--- src/rtl/clk_div_counter_seg_pkg.sv ---
// Shared constants for the seconds-style display counter: segment codes,
// the tens-digit blank code and the digit limits.
package clk_div_counter_seg_pkg;

    // Active-low segment codes: bit 7 = dp (always off), bits 6:0 = g..a
    localparam logic [7:0] SEG_0     = 8'hC0;
    localparam logic [7:0] SEG_1     = 8'hF9;
    localparam logic [7:0] SEG_2     = 8'hA4;
    localparam logic [7:0] SEG_3     = 8'hB0;
    localparam logic [7:0] SEG_4     = 8'h99;
    localparam logic [7:0] SEG_5     = 8'h92;
    localparam logic [7:0] SEG_6     = 8'h82;
    localparam logic [7:0] SEG_7     = 8'hF8;
    localparam logic [7:0] SEG_8     = 8'h80;
    localparam logic [7:0] SEG_9     = 8'h90;
    localparam logic [7:0] SEG_A     = 8'h88;
    localparam logic [7:0] SEG_B     = 8'h83;
    localparam logic [7:0] SEG_C     = 8'hC6;
    localparam logic [7:0] SEG_D     = 8'hA1;
    localparam logic [7:0] SEG_E     = 8'h86;
    localparam logic [7:0] SEG_BLANK = 8'hFF;

    // Digit code that the encoder renders as all segments off
    localparam logic [3:0] BLANK_CODE = 4'hF;

    // Highest legal ones / tens digit (counter runs 00..59)
    localparam logic [3:0] MAX_ONES = 4'd9;
    localparam logic [3:0] MAX_TENS = 4'd5;

endpackage

--- src/rtl/clk_div_counter_seg_bcd_counter.sv ---
// Two-digit BCD counter 00..59 advanced by step, with a status LED that
// toggles per step and a display copy of the tens digit that blanks a
// leading zero.
module bcd_counter
    import clk_div_counter_seg_pkg::*;
(
    input  logic       clock_in,
    input  logic       reset,
    input  logic       step,
    output logic [3:0] counter1,
    output logic [3:0] counter10,
    output logic [3:0] seg_counter10,
    output logic       led
);

    logic [3:0] ones_nxt;
    logic [3:0] tens_nxt;

    // Next digit values; any out-of-range digit falls back to 0 so a
    // corrupted state heals on the following step
    always_comb begin
        ones_nxt = counter1 + 4'd1;
        tens_nxt = counter10;
        if (counter1 >= MAX_ONES) begin
            ones_nxt = 4'd0;
            if (counter1 == MAX_ONES)
                tens_nxt = (counter10 >= MAX_TENS) ? 4'd0 : (counter10 + 4'd1);
            else if (counter10 > MAX_TENS)
                tens_nxt = 4'd0;
        end else if (counter10 > MAX_TENS) begin
            tens_nxt = 4'd0;
        end
    end

    // Counter and LED registers, updated only on step
    always_ff @(posedge clock_in or posedge reset) begin
        if (reset) begin
            counter1  <= 4'd0;
            counter10 <= 4'd0;
            led       <= 1'b0;
        end else if (step) begin
            counter1  <= ones_nxt;
            counter10 <= tens_nxt;
            led       <= ~led;
        end
    end

    // Leading-zero blanking of the tens digit
    always_comb begin
        seg_counter10 = (counter10 == 4'd0) ? BLANK_CODE : counter10;
    end

endmodule

--- src/rtl/clk_div_counter_seg_clock_divider.sv ---
// Programmable divider: clock_out is a square wave with half-period
// max(divide_by,1) cycles; step pulses in the cycle whose edge takes
// clock_out from 1 to 0, i.e. once per full divided period.
module clock_divider (
    input  logic        clock_in,
    input  logic        reset,
    input  logic [31:0] divide_by,
    output logic        clock_out,
    output logic        step
);

    logic [31:0] div_cnt;
    logic [31:0] limit;
    logic        wrap;

    // Terminal count; 0 and 1 both mean "toggle every cycle". Comparing with
    // >= lets a mid-period drop of divide_by wrap on the very next edge.
    always_comb begin
        limit = (divide_by <= 32'd1) ? 32'd0 : (divide_by - 32'd1);
        wrap  = (div_cnt >= limit);
        step  = wrap & clock_out;
    end

    // Half-period counter and output toggle
    always_ff @(posedge clock_in or posedge reset) begin
        if (reset) begin
            div_cnt   <= 32'd0;
            clock_out <= 1'b0;
        end else if (wrap) begin
            div_cnt   <= 32'd0;
            clock_out <= ~clock_out;
        end else begin
            div_cnt   <= div_cnt + 32'd1;
        end
    end

endmodule

--- src/rtl/clk_div_counter_seg_seven_seg.sv ---
// Purely combinational hex-to-seven-segment encoder, active-low outputs.
// Code 4'hF is reserved as the blank code and lights nothing.
module seven_seg
    import clk_div_counter_seg_pkg::*;
(
    input  logic [3:0] digit,
    output logic [7:0] seg
);

    // Table lookup; every input code has a defined output
    always_comb begin
        seg = SEG_BLANK;
        case (digit)
            4'd0:    seg = SEG_0;
            4'd1:    seg = SEG_1;
            4'd2:    seg = SEG_2;
            4'd3:    seg = SEG_3;
            4'd4:    seg = SEG_4;
            4'd5:    seg = SEG_5;
            4'd6:    seg = SEG_6;
            4'd7:    seg = SEG_7;
            4'd8:    seg = SEG_8;
            4'd9:    seg = SEG_9;
            4'd10:   seg = SEG_A;
            4'd11:   seg = SEG_B;
            4'd12:   seg = SEG_C;
            4'd13:   seg = SEG_D;
            4'd14:   seg = SEG_E;
            default: seg = SEG_BLANK;
        endcase
    end

endmodule

--- src/rtl/clk_div_counter_seg.sv ---
// Board-level seconds display: divider -> BCD counter -> two segment
// encoders. clock_out is only exported; nothing inside runs on it.
module clk_div_counter_seg
    import clk_div_counter_seg_pkg::*;
(
    input  logic        clock_in,
    input  logic        reset,
    input  logic [31:0] divide_by,
    output logic        clock_out,
    output logic [3:0]  counter1,
    output logic [3:0]  counter10,
    output logic [3:0]  seg_counter10,
    output logic [7:0]  hex_ones,
    output logic [7:0]  hex_tens,
    output logic        led
);

    logic step;

    clock_divider u_div (
        .clock_in  (clock_in),
        .reset     (reset),
        .divide_by (divide_by),
        .clock_out (clock_out),
        .step      (step)
    );

    bcd_counter u_cnt (
        .clock_in      (clock_in),
        .reset         (reset),
        .step          (step),
        .counter1      (counter1),
        .counter10     (counter10),
        .seg_counter10 (seg_counter10),
        .led           (led)
    );

    seven_seg u_seg_ones (
        .digit (counter1),
        .seg   (hex_ones)
    );

    seven_seg u_seg_tens (
        .digit (seg_counter10),
        .seg   (hex_tens)
    );

endmodule

--- config.mk ---
export PLATFORM = sky130hd
export DESIGN_NAME = clk_div_counter_seg
export DESIGN_NICKNAME = d
export VERILOG_FILES = /design/src/rtl/clk_div_counter_seg_pkg.sv /design/src/rtl/clk_div_counter_seg_bcd_counter.sv /design/src/rtl/clk_div_counter_seg_clock_divider.sv /design/src/rtl/clk_div_counter_seg_seven_seg.sv /design/src/rtl/clk_div_counter_seg.sv
export SDC_FILE = /design/constraint.sdc
export NUM_CORES = 1
export LEC_CHECK = 0
export CORE_MARGIN = 2
export CORE_UTILIZATION = 50
export CTS_BUF_LIST = sky130_fd_sc_hd__clkbuf_16
export DETAILED_ROUTE_END_ITERATION = 16
export PLACE_DENSITY = 0.75
export SLEW_MARGIN = 20
export SYNTH_ARGS = -nofsm -noshare
export SYNTH_HDL_FRONTEND = slang
export SYNTH_SLANG_ARGS = --single-unit
--- constraint.sdc ---
create_clock -name clock_in -period 2.65 [get_ports clock_in]
set_input_delay 0.53 -clock clock_in [delete_from_list [all_inputs] [get_ports clock_in]]
set_output_delay 0.53 -clock clock_in [all_outputs]
set_load 0.1 [all_outputs]
# Yosys cells after proc, flatten, opt, wreduce, memory -nomap -nowiden
# Memory sizes are Yosys's and may differ from the RTL's.
# Cells that the tools add are included.
# W data, S select, Z words.
# op_classes
addsub	4
magnitude_cmp	5
n_eq_ne	1
mux	8
n_bitwise	3
reduce_logical	1
# ops
op	count
$mux W32	2
$add A32 B1 Y32 const B	1
$ge A32 B32 Y1	1
$le A32 B1 Y1 const B	1
$sub A32 B1 Y32 const B	1
$mux W4	6
$add A4 B1 Y4 const B	2
$eq A4 B4 Y1 const B	1
$ge A4 B3 Y1 const B	1
$ge A4 B4 Y1 const B	1
$gt A4 B3 Y1 const B	1
$logic_not A4 Y1	1
$not A1 Y1	2
$and A1 B1 Y1	1
# totals
reg_bits	42
rom_bits	224
input_bits	34
out_inout_bits	30
elab_cells	29
mem_count	2
# mem_list
memory	words	word_bits	read_ports	rd_clocked_by_memory_dff	wr	line	rtl
(name not given)	16	7	1	0	0	clk_div_counter_seg_seven_seg.sv:13	case (digit)
(name not given)	16	7	1	0	0	clk_div_counter_seg_seven_seg.sv:13	

# Depth between registers and ports, before layout
# logic_depth
ltp_word	4
depth_mapped	18
depth_no_buf	14

# Hierarchy
# A second synthesis with hierarchy kept.
# hier_totals
cells_unflattened	488
area_unflattened_um2	4229.1
# modules_own_cells
mod	instances	cells_each	area_per_inst_um2	seq_area_each_um2
clock_divider	1	371	3089.2	825.8
bcd_counter	1	59	586.8	225.2
seven_seg	2	29	276.5	0.0

# Worst setup path before layout
# No wires, ideal clock.
# synth_path
path_kind	reg-to-output
from	reg u_cnt.counter10[0]
to	out hex_tens[5]
t_arrival_ns	4.904
t_required_ns	2.120
slack_ns	-2.784
stages_incl_launch_ff	11
path_buffers	1
cell_sequence	dfrtp_1 clkbuf_1 inv_1 ha_1 nand2_1 nand2_1 inv_1 ha_1 a21oi_1 a21oi_1 o21ai_0
# synth_via
elab_chain_len	3
# synth_lines
element	line	rtl
start, declared	clk_div_counter_seg_bcd_counter.sv:11	output logic [3:0] counter10,
start signal, assigned	clk_div_counter_seg_bcd_counter.sv:43	counter10 <= tens_nxt;
$logic_not A4 Y1	clk_div_counter_seg_bcd_counter.sv:50	seg_counter10 = (counter10 == 4'd0) ? BLANK_CODE : counter10;
$mux W4	clk_div_counter_seg_bcd_counter.sv:50	
named net seg_counter10[1]	clk_div_counter_seg.sv:12	output logic [3:0] seg_counter10,
$mem_v2 Z16 W7	n/a	
end, declared	clk_div_counter_seg.sv:14	output logic [7:0] hex_tens,
# The timed path passes the listed nets, and every way through them passes these cells.

# Final worst setup path
# layout_path
from	in divide_by[17]
to	reg u_cnt.counter1[0]
# layout_via
elab_chain_len	4
word_cells_on_any_way	5
cone_classes	1 x add/sub; 2 x order compare; 1 x mux; 1 x bitwise
# layout_lines
element	line	rtl
start, declared	clk_div_counter_seg.sv:8	input logic [31:0] divide_by,
$sub A32 B1 Y32 / $le A32 B1 Y1 (equally long branches)	clk_div_counter_seg_clock_divider.sv:19	limit = (divide_by <= 32'd1) ? 32'd0 : (divide_by - 32'd1);
$mux W32 *	clk_div_counter_seg_clock_divider.sv:19	
$ge A32 B32 Y1 *	clk_div_counter_seg_clock_divider.sv:20	wrap = (div_cnt >= limit);
$and A1 B1 Y1 *	clk_div_counter_seg_clock_divider.sv:21	step = wrap & clock_out;
end signal, assigned	clk_div_counter_seg_bcd_counter.sv:42	counter1 <= ones_nxt;
end, declared	clk_div_counter_seg_bcd_counter.sv:10	output logic [3:0] counter1,
# Mark *: on every way between the ends. The rest lies on a longest branch, timed or not.
# A chain may end at the register's enable or synchronous reset.

==> results_dict.tcl <==
set metrics [dict create \
    overflow 0 \
    place_congestion 0.857 \
    hold_start "u_cnt.led" \
    numCtsBuffers 5 \
    io_buffer_count 61 \
    yosys_register_bits 42 \
    p_int_w 0.00113 \
    rsz0062_at_grt "yes" \
    fin_skew_ps 6.79 \
    drive_gt1_frac 0.328 \
    dp_slack_ps -2130 \
    drc 0 \
    diodes 0 \
    synth.area.top_cells "dfrtp_1 26%, ha_1 15%, xnor2_1 6.4%, xor2_1 6.4%, nor2_1 6.1%" \
    critPathMaxFanout 4 \
    synth_top_area_frac 0.256 \
    ys_seq_area_frac 0.256 \
    cap_violations 0 \
    power_frac_clock 0.394 \
    min_period_over_period 1.53 \
    ctsHtreeMaxLevel 2 \
    ir_drop_mv 0.230 \
    path_class "in2reg" \
    synthFlopType "dfrtp_1" \
    io_pins 64 \
    regToRegSetupSlack_ps 140 \
    r2r_cells 8 \
    drt_first_pass_iters 4 \
    wl_mm 10.7 \
    cp_data_arrival_time_ps 4220 \
    cts_tree "done" \
    grt_max_degree 43 \
    vias 4024 \
    synth_area_um2 4110 \
    rows 33 \
    min_period_ps 4050 \
    drt_iter0_markers 254 \
    p_comb_frac 0.178 \
    ant_nets 0 \
    violations "setup timing" \
    power_density_nw_per_um2 242 \
    outcome "finished with violations" \
    clkSinkCount 42 \
    grt.total_usage 0.240 \
    timing.fmax_mhz 247 \
    syn_inst 488 \
    hold_viol 0 \
    cts_buffer_depth 2 \
    clock_latency_ps 280 \
    start_util 0.508 \
    nets 724 \
    synth_largest_area_cell "dfrtp_1" \
    relSlewSlack 0.463 \
    yosys_warnings 0 \
    synth_edf_count 0 \
    cp.required_ps 2820 \
    fin_util 0.773 \
    avgRoutedWirePerCell_um 14.4 \
    postPlaceCellArea_um2 5750 \
    r2r-start "u_div.div_cnt[13]" \
    hold_buffers 0 \
    clk_pin_slew_ps 60 \
    setup_slack_ps -1400 \
    clockRootBuffer "clkbuf_16" \
    dp_hpwl_mm 8.05 \
    fin_area_um2 6250 \
    coreArea_um2 8090 \
    cp-end-kind "flip-flop" \
    final_cell_mix "103 x buf_4, 64 x nor2_1, 54 x nand2_1, 44 x ha_1, 35 x dfrtp_1" \
    p_switching_w 0.000386 \
    syn_area_per_cell_um2 8.43 \
    leakage_nw 2.95 \
    dieArea_um2 8970 \
    chipWidth_um 94.7 \
    antenna_found_initial 0 \
    final_common_cell "buf_4" \
    slew_violations 0 \
    switching_share 0.255 \
    worstSetupStartpointType "primary input" \
    synthDistinctLibCells 54 \
    max_slew.worst_pin.slew_ps 785 \
    hold_class "reg2reg" \
    vias_per_cell 5.39 \
    die_h_um 94.7 \
    min_path_cells 1 \
    hold_end "u_cnt.led" \
    reg2reg_to "u_cnt.counter1[0]" \
    grt_pass1_wl_mm 17.5 \
    async_flop_share 1.00 \
    finalSetupViolations 43 \
    seqPwrFrac 0.427 \
    grt_pass1_vias 3929 \
    syn_to_final_growth_pct 52.0 \
]
==> timing repair <==
item                                    in CTS  in global routing
setup buffers                               11                 12
endpoints found under the setup margin      43                 46
pin swaps                                   28                 22
resized for setup                           45                 21
cloned                                       1                  0
==> power by group through the flow <==
stage | registers [W] | clock network [W] | logic [W]
finish | 0.000646 | 0.000597 | 0.000270
global route | 0.000647 | 0.000620 | 0.000294
CTS | 0.000646 | 0.000601 | 0.000263
detailed placement | 0.000658 | 0 | 0.000260
global placement | 0.000658 | 0 | 0.000251
floorplan | 0.000663 | 0 | 0.000109
==> kinds of logic (layout without fill, tap and decap cells) <==
logic type	count (synthesis)	count (layout)	share of synthesized area
simple gates	221	221	0.272
xor+xnor	60	60	0.128
compound gates	55	55	0.0907
fa+ha+maj	50	50	0.152
buf+inv	43	195	0.0462
flops	42	42	0.256
mux	16	16	0.0548
other cells	1	2	0.000912
==> cells in the mapped netlist, types with 8 or more instances <==
cell,instances
a21oi_1,19
nand4_1,13
o21ai_0,8
and3_1,13
nor3_1,12
inv_1,25
nor4_1,11
nand2_1,61
xor2_1,30
mux2i_1,9
ha_1,50
dfrtp_1,42
nand3_1,12
clkbuf_1,9
nor2_1,67
xnor2_1,30
==> critical path, stage by stage <==
cell and delay [ps]:
buf_6 90, or4_4 520, or3_4 380, nor4_4 360
nand4bb_4 200, nor2b_4 170, mux2i_1 190, ha_1 280
nand4_1 110, buf_4 150, buf_4 110, buf_4 90
a21oi_1 40, a221o_1 290, buf_4 170, o21ai_4 210
mux2_4 320
==> routing by layer <==
layer	vias to the layer above	routed length, um	GRT usage
met5	-	0	0
met4	0	254	0.0833
met3	23	488	0.0287
met2	126	5280	0.426
met1	1875	4700	0.299
li1	2000	-	-
==> worst max path at each step <==
stage / startpoint / end / slack, ps / cells past startpoint
3_3_place_gp: divide_by[5] / u_cnt.counter10[2] / -2020 / 16
2_1_floorplan: divide_by[20] / u_cnt.counter1[0] / -1400 / 13
5_1_grt: divide_by[12] / u_cnt.counter10[2] / -1550 / 16
3_5_place_dp: divide_by[5] / u_cnt.counter1[0] / -2130 / 16
4_1_cts: divide_by[17] / u_cnt.counter1[0] / -1370 / 18
6_report: divide_by[17] / u_cnt.counter1[0] / -1400 / 17
==> final cells by class <==
class	instances	area, um^2
inverter	25	103
sequential	42	1070
timing repair buffer	162	1580
fill	561	1840
tap	105	131
clock inverter	3	17.5
clock buffer	5	125
multi-input combinational	404	3220
==> flip-flops by register name, summed over array words and instances, names as in the netlist <==
register	flops
u_div.div_cnt	32
u_cnt.counter10	4
u_cnt.counter1	4
u_cnt.led	1
u_div.clock_out	1
==> per-stage QoR <==
step	power (W)	TNS [ps]	hold slack, ps	std cells
4_1_cts	0.00151	-53980	492	734
6_report	0.00151	-53720	483	746
2_1_floorplan	0.000772	-58850	461	489
3_5_place_dp	0.000918	-84630	481	714
5_1_grt	0.00156	-63160	520	746
3_3_place_gp	0.000909	-80290	459	714
(Power assumes the default switching activity.)
